## src/rtl/hazard_sched_unit.sv

```systemverilog
// Hazard scheduler for the 5-stage RV32I core: forwarding selects,
// load-use / memory-freeze stalls, branch flushes and a stall counter.
module hazard_sched_unit #(
  parameter int CNT_W = 32
) (
  input  logic             clk,
  input  logic             rst_n,
  input  logic [4:0]       rs1_ID,
  input  logic [4:0]       rs2_ID,
  input  logic [4:0]       rd_ID,
  input  logic             rs1use_ID,
  input  logic             rs2use_ID,
  input  logic [1:0]       optype_ID,
  input  logic             Branch_ID,
  input  logic             mem_busy,
  output logic [1:0]       fwd_A,
  output logic [1:0]       fwd_B,
  output logic             fwd_ls,
  output logic             stall_PC,
  output logic             stall_IFID,
  output logic             stall_pipe,
  output logic             flush_IFID,
  output logic             flush_IDEX,
  output logic [CNT_W-1:0] stall_cnt
);

  typedef enum logic [1:0] {
    OP_NONE  = 2'd0,
    OP_ALU   = 2'd1,
    OP_LOAD  = 2'd2,
    OP_STORE = 2'd3
  } op_e;

  logic [4:0]       rd_ex_q, rd_ex_d;
  logic [4:0]       rd_mem_q, rd_mem_d;
  op_e              op_ex_q, op_ex_d;
  op_e              op_mem_q, op_mem_d;
  logic             fwd_ls_q, fwd_ls_d;
  logic [CNT_W-1:0] cnt_q, cnt_d;

  op_e  op_id;
  logic a_ex, a_mem, b_ex, b_mem;
  logic load_use, ld_st;

  assign op_id = op_e'(optype_ID);

  // Only ALU and LOAD ops write rd; x0 is never a real destination.
  function automatic logic hit(
    input logic [4:0] rs,
    input logic       en,
    input logic [4:0] rd,
    input op_e        op
  );
    return en && (rs != 5'd0) && (rs == rd) &&
           ((op == OP_ALU) || (op == OP_LOAD));
  endfunction

  always_comb begin
    a_ex  = hit(rs1_ID, rs1use_ID, rd_ex_q, op_ex_q);
    a_mem = hit(rs1_ID, rs1use_ID, rd_mem_q, op_mem_q);
    b_ex  = hit(rs2_ID, rs2use_ID, rd_ex_q, op_ex_q);
    b_mem = hit(rs2_ID, rs2use_ID, rd_mem_q, op_mem_q);

    if (a_ex && op_ex_q == OP_ALU)        fwd_A = 2'd1;
    else if (a_mem && op_mem_q == OP_ALU) fwd_A = 2'd2;
    else if (a_mem)                       fwd_A = 2'd3;
    else                                  fwd_A = 2'd0;

    if (b_ex && op_ex_q == OP_ALU)        fwd_B = 2'd1;
    else if (b_mem && op_mem_q == OP_ALU) fwd_B = 2'd2;
    else if (b_mem)                       fwd_B = 2'd3;
    else                                  fwd_B = 2'd0;

    load_use = (op_ex_q == OP_LOAD) &&
               (a_ex || (b_ex && op_id != OP_STORE));
    ld_st    = (op_ex_q == OP_LOAD) && b_ex &&
               (op_id == OP_STORE) && !a_ex;
  end

  always_comb begin
    stall_PC   = 1'b0;
    stall_IFID = 1'b0;
    stall_pipe = 1'b0;
    flush_IFID = 1'b0;
    flush_IDEX = 1'b0;
    rd_ex_d    = rd_ex_q;
    op_ex_d    = op_ex_q;
    rd_mem_d   = rd_mem_q;
    op_mem_d   = op_mem_q;
    fwd_ls_d   = fwd_ls_q;

    if (!rst_n) begin
      stall_PC = 1'b0;
    end else if (mem_busy) begin
      stall_PC   = 1'b1;
      stall_IFID = 1'b1;
      stall_pipe = 1'b1;
    end else if (load_use) begin
      // Branch operands are not ready yet, so the branch waits too.
      stall_PC   = 1'b1;
      stall_IFID = 1'b1;
      flush_IDEX = 1'b1;
      rd_mem_d   = rd_ex_q;
      op_mem_d   = op_ex_q;
      rd_ex_d    = 5'd0;
      op_ex_d    = OP_NONE;
      fwd_ls_d   = 1'b0;
    end else begin
      flush_IFID = Branch_ID;
      rd_mem_d   = rd_ex_q;
      op_mem_d   = op_ex_q;
      rd_ex_d    = rd_ID;
      op_ex_d    = op_id;
      fwd_ls_d   = ld_st;
    end

    cnt_d = cnt_q;
    if (stall_PC && (cnt_q != {CNT_W{1'b1}}))
      cnt_d = cnt_q + CNT_W'(1);
  end

  always_ff @(posedge clk or negedge rst_n) begin
    if (!rst_n) begin
      rd_ex_q  <= 5'd0;
      op_ex_q  <= OP_NONE;
      rd_mem_q <= 5'd0;
      op_mem_q <= OP_NONE;
      fwd_ls_q <= 1'b0;
      cnt_q    <= '0;
    end else begin
      rd_ex_q  <= rd_ex_d;
      op_ex_q  <= op_ex_d;
      rd_mem_q <= rd_mem_d;
      op_mem_q <= op_mem_d;
      fwd_ls_q <= fwd_ls_d;
      cnt_q    <= cnt_d;
    end
  end

  assign fwd_ls    = fwd_ls_q;
  assign stall_cnt = cnt_q;

endmodule
```

## config.mk

```make
export PLATFORM = sky130hd
export DESIGN_NAME = hazard_sched_unit
export DESIGN_NICKNAME = d
export VERILOG_FILES = /design/src/rtl/hazard_sched_unit.sv
export SDC_FILE = /design/constraint.sdc
export NUM_CORES = 1
export LEC_CHECK = 0
export CAP_MARGIN = 20
export CORE_MARGIN = 2
export CORE_UTILIZATION = 40
export DETAILED_ROUTE_END_ITERATION = 16
export PLACE_DENSITY = 0.69
export SYNTH_ARGS = -nofsm -noshare
export SYNTH_HDL_FRONTEND = slang
export SYNTH_SLANG_ARGS = --single-unit
```

## constraint.sdc

```tcl
create_clock -name clk -period 2.3 [get_ports clk]
set_clock_uncertainty 0.2 [all_clocks]
set_input_delay 0.345 -clock clk [delete_from_list [all_inputs] [get_ports clk]]
set_output_delay 0.345 -clock clk [all_outputs]
set_load 0.02 [all_outputs]
```

==> results.sh, run 1 <==
export IMPL_clock_sinks=47
export IMPL_ys_seq_area_frac=0.433
export IMPL_vias=2625
export IMPL_wire_per_inst_um=15.8
export IMPL_cp_start_kind="flip-flop"
export IMPL_drc_errors=0
export IMPL_yosys_area_top_type="dfrtp_1"
export IMPL_num_rows=30
export IMPL_violations="negative setup slack"
export IMPL_antenna_found_initial=0
export IMPL_grt_pass1_wl_um=12000
export IMPL_drive_gt1_frac=0.390
export IMPL_synth_edf_count=0
export IMPL_hold_viol=0
export IMPL_antenna_diode_count=0
export IMPL_clk_pin_slew_ps=100
export IMPL_worstPathCellList="inv_2, ha_4, buf_4, nor2b_1, a221o_1, and2_4, buf_6"
export IMPL_cp_num_buf_inv=3
export IMPL_whs_ps=6.40
export IMPL_dieArea_um2=7470
export IMPL_place_ws_ps=-940
export IMPL_synth_area_leaders="dfrtp_1 43%, xnor2_1 11%, nand4_1 5.1%"
export IMPL_syn_cell_area_um2=2720
export IMPL_slowest_stage="dfrtp_1"
export IMPL_gp_congestion=0.896
export IMPL_final_antenna_net_count=0
export IMPL_tightest_slew_ps=431
export IMPL_fmax_ghz=0.395
export IMPL_ys_ff_latch=47
export IMPL_area_growth_pct=64.4
export IMPL_required_ps=1750
export IMPL_portBuffers=64
export IMPL_vias_per_cell=5.36
export IMPL_rsz0062_at_grt="true"
export IMPL_cts_tree="done"
export IMPL_status="finished with violations"
export IMPL_min_period_ps=2530
export IMPL_relSlewSlack=0.713
export IMPL_io_pins=65
export IMPL_power_uw=2500
export IMPL_yosysUniqueCellTypes=44
export IMPL_clk_latency_ps=300
export IMPL_setup_violations=28
export IMPL_yosysWarnings=0
export IMPL_ir_worst_vdd_v=0.000393
export IMPL_die_y_um=86.4
export IMPL_critPathMaxFanout=4
export IMPL_max_stage_delay_ps=400
export IMPL_critPathKind="flip-flop to output pin"
export IMPL_path_delay_family="simple AND/OR/NAND/NOR gates"
export IMPL_synth_area_per_cell_um2=10.3
export IMPL_chipWidth_um=86.4
export IMPL_finish_utilization=0.669
export IMPL_cts_buffer_depth=2
export IMPL_drt_iter0_markers=142
export IMPL_nets=436
export IMPL_placed_cell_area_um2=3870
export IMPL_grt_max_degree=39
export IMPL_cp_end_kind="output pin"
export IMPL_max_cap_violations=0
export IMPL_synth_ff_type="dfrtp_1"
export IMPL_dp_hpwl_um=5220
export IMPL_start_util=0.407
export IMPL_syn_inst=264
export IMPL_fillers=513
export IMPL_hp_class="input pin to asynchronous set/reset pin"
export IMPL_gr_total_overflow=0
export IMPL_clockRootBuffer="clkbuf_8"
export IMPL_layout_setup_ws_ps=-231
export IMPL_coreArea_um2=6680
export IMPL_cts_buffers=5
export IMPL_period_share=1.10
export IMPL_htree_levels=2
export IMPL_final_max_slew_viol_count=0
export IMPL_power_density_nw_per_um2=560
export IMPL_routed_wirelength_um=7760
export IMPL_synth_nets=291
export IMPL_p_leak_uw=0.00200
export IMPL_stdcell_area_um2=4470
export IMPL_grt_pass1_vias=2501
export IMPL_drtPass1Iterations=4
export IMPL_synth_top_area_share=0.433
export IMPL_cp_arrival_ps=1990
export IMPL_async_flop_share=1.00
export IMPL_grt_usage=0.201
routing by layer:
metal	global-route usage	vias to the layer above	share of wire
met5	0	-	0
met4	0.0511	0	0.013
met3	0.0276	8	0.035
met2	0.335	58	0.50
met1	0.277	1302	0.45
li1	-	1257	-
final timing paths:
kind / endpoint / cells after the start / from / slack (ps)
max in group asynchronous: stall_cnt[13]$_DFFE_PN0P_ / 4 / rst_n / 1100
worst max register to register: stall_cnt[10]$_DFFE_PN0P_ / 8 / op_ex_q[0]$_DFFE_PN0P_ / -140
min in group clk: stall_cnt[29]$_DFFE_PN0P_ / 4 / rst_n / 300
worst min register to register: stall_cnt[31]$_DFFE_PN0P_ / 1 / stall_cnt[31]$_DFFE_PN0P_ / 300
worst max-delay path: stall_PC / 7 / op_ex_q[0]$_DFFE_PN0P_ / -230
worst min-delay path: stall_cnt[15]$_DFFE_PN0P_ / 3 / rst_n / 6
cell usage after synthesis, types with 3 or more instances:
cell,n
dfrtp_1,47
xnor2_1,35
nand4_1,22
nand2_1,18
xor2_1,15
and3_1,14
nand3_1,14
nor2_1,9
a22o_1,7
clkbuf_1,7
nor4_1,7
nor3_1,6
inv_1,5
mux2_2,5
o21ai_0,5
and2_1,4
ha_1,4
or4_1,4
a21oi_1,3
sequential cells by signal (all words and copies together) (netlist names):
name / count
stall_cnt: 32
op_ex_q: 2
rd_mem_q: 5
op_mem_q: 2
rd_ex_q: 5
fwd_ls: 1
where the power goes:
group,switching (uW),internal [uW],total [uW]
Sequential,83.1,917,1000
Combinational,375,480,855
Clock,290,358,647
Total,748,1750,2500
stage by stage:
step / TNS [ps] / instances
after detailed placement: -23830 / 459
after global placement: -22600 / 459
final: -2240 / 490
after floorplan: -607 / 264
after global routing: -5800 / 490
after CTS: -2120 / 473
kinds of logic (layout without fill, tap and decap cells):
| family | after synthesis | count (layout) | synth area share |
|---|---|---|---|
| and+or+nand+nor | 115 | 115 | 0.252 |
| adders and majority gates | 4 | 4 | 0.0184 |
| buffers and inverters | 16 | 162 | 0.0318 |
| AOI/OAI and AO/OA | 25 | 25 | 0.0746 |
| DFF | 47 | 47 | 0.433 |
| xor gates and xnor gates | 50 | 50 | 0.161 |
| muxes | 7 | 7 | 0.0286 |
final cells by class:
class                   instances  area (um2)  area share
clock buffers                   6        82.6      0.0185
flip-flops and latches         47        1180       0.264
multi-input cells             201        1730       0.388
inverters                       5        18.8     0.00420
repair buffers                149        1320       0.295
well taps                      80         100      0.0224
clock inverters                 2        38.8     0.00868
worst reg2reg max path: stages (launching register included):
cell and delay, ps:
dfrtp_1 400, inv_2 80, ha_4 190, buf_4 140, nor2b_1 320, buf_4 190
a221oi_4 90, or4_4 570, xnor2_2 150
cell usage in the layout, fill, tap and decap left out, drive strengths merged, types with 7 or more instances in the layout:
master,count
and3,14
xor2,15
nand2,18
nor2,10
nand3,16
nor3,8
clkbuf,9
nor4,8
nand4,22
dfrtp,47
a22o,7
xnor2,35
clkdlybuf4s50,44
buf,96
repair_timing:
action | 4_1_cts | 5_1_grt
hold buffers | 2 | 0
hold endpoints to repair | 38 | 0
gates resized for setup | 91 | 44
endpoints found under the setup margin | 40 | 40
pin swaps | 22 | 28
setup buffers | 5 | 18
Power figures use the tool's default switching activity.
==> inputs of run 2 (changes only) <==
--- a/config.mk
+++ b/config.mk
@@ -9,6 +9,7 @@
 export CORE_MARGIN = 2
 export CORE_UTILIZATION = 40
 export DETAILED_ROUTE_END_ITERATION = 16
+export GPL_ROUTABILITY_DRIVEN = 0
 export PLACE_DENSITY = 0.69
 export SYNTH_ARGS = -nofsm -noshare
 export SYNTH_HDL_FRONTEND = slang
==> results of run 2 <==
No change in the layout: final DEF, timing and power equal those of run 1.
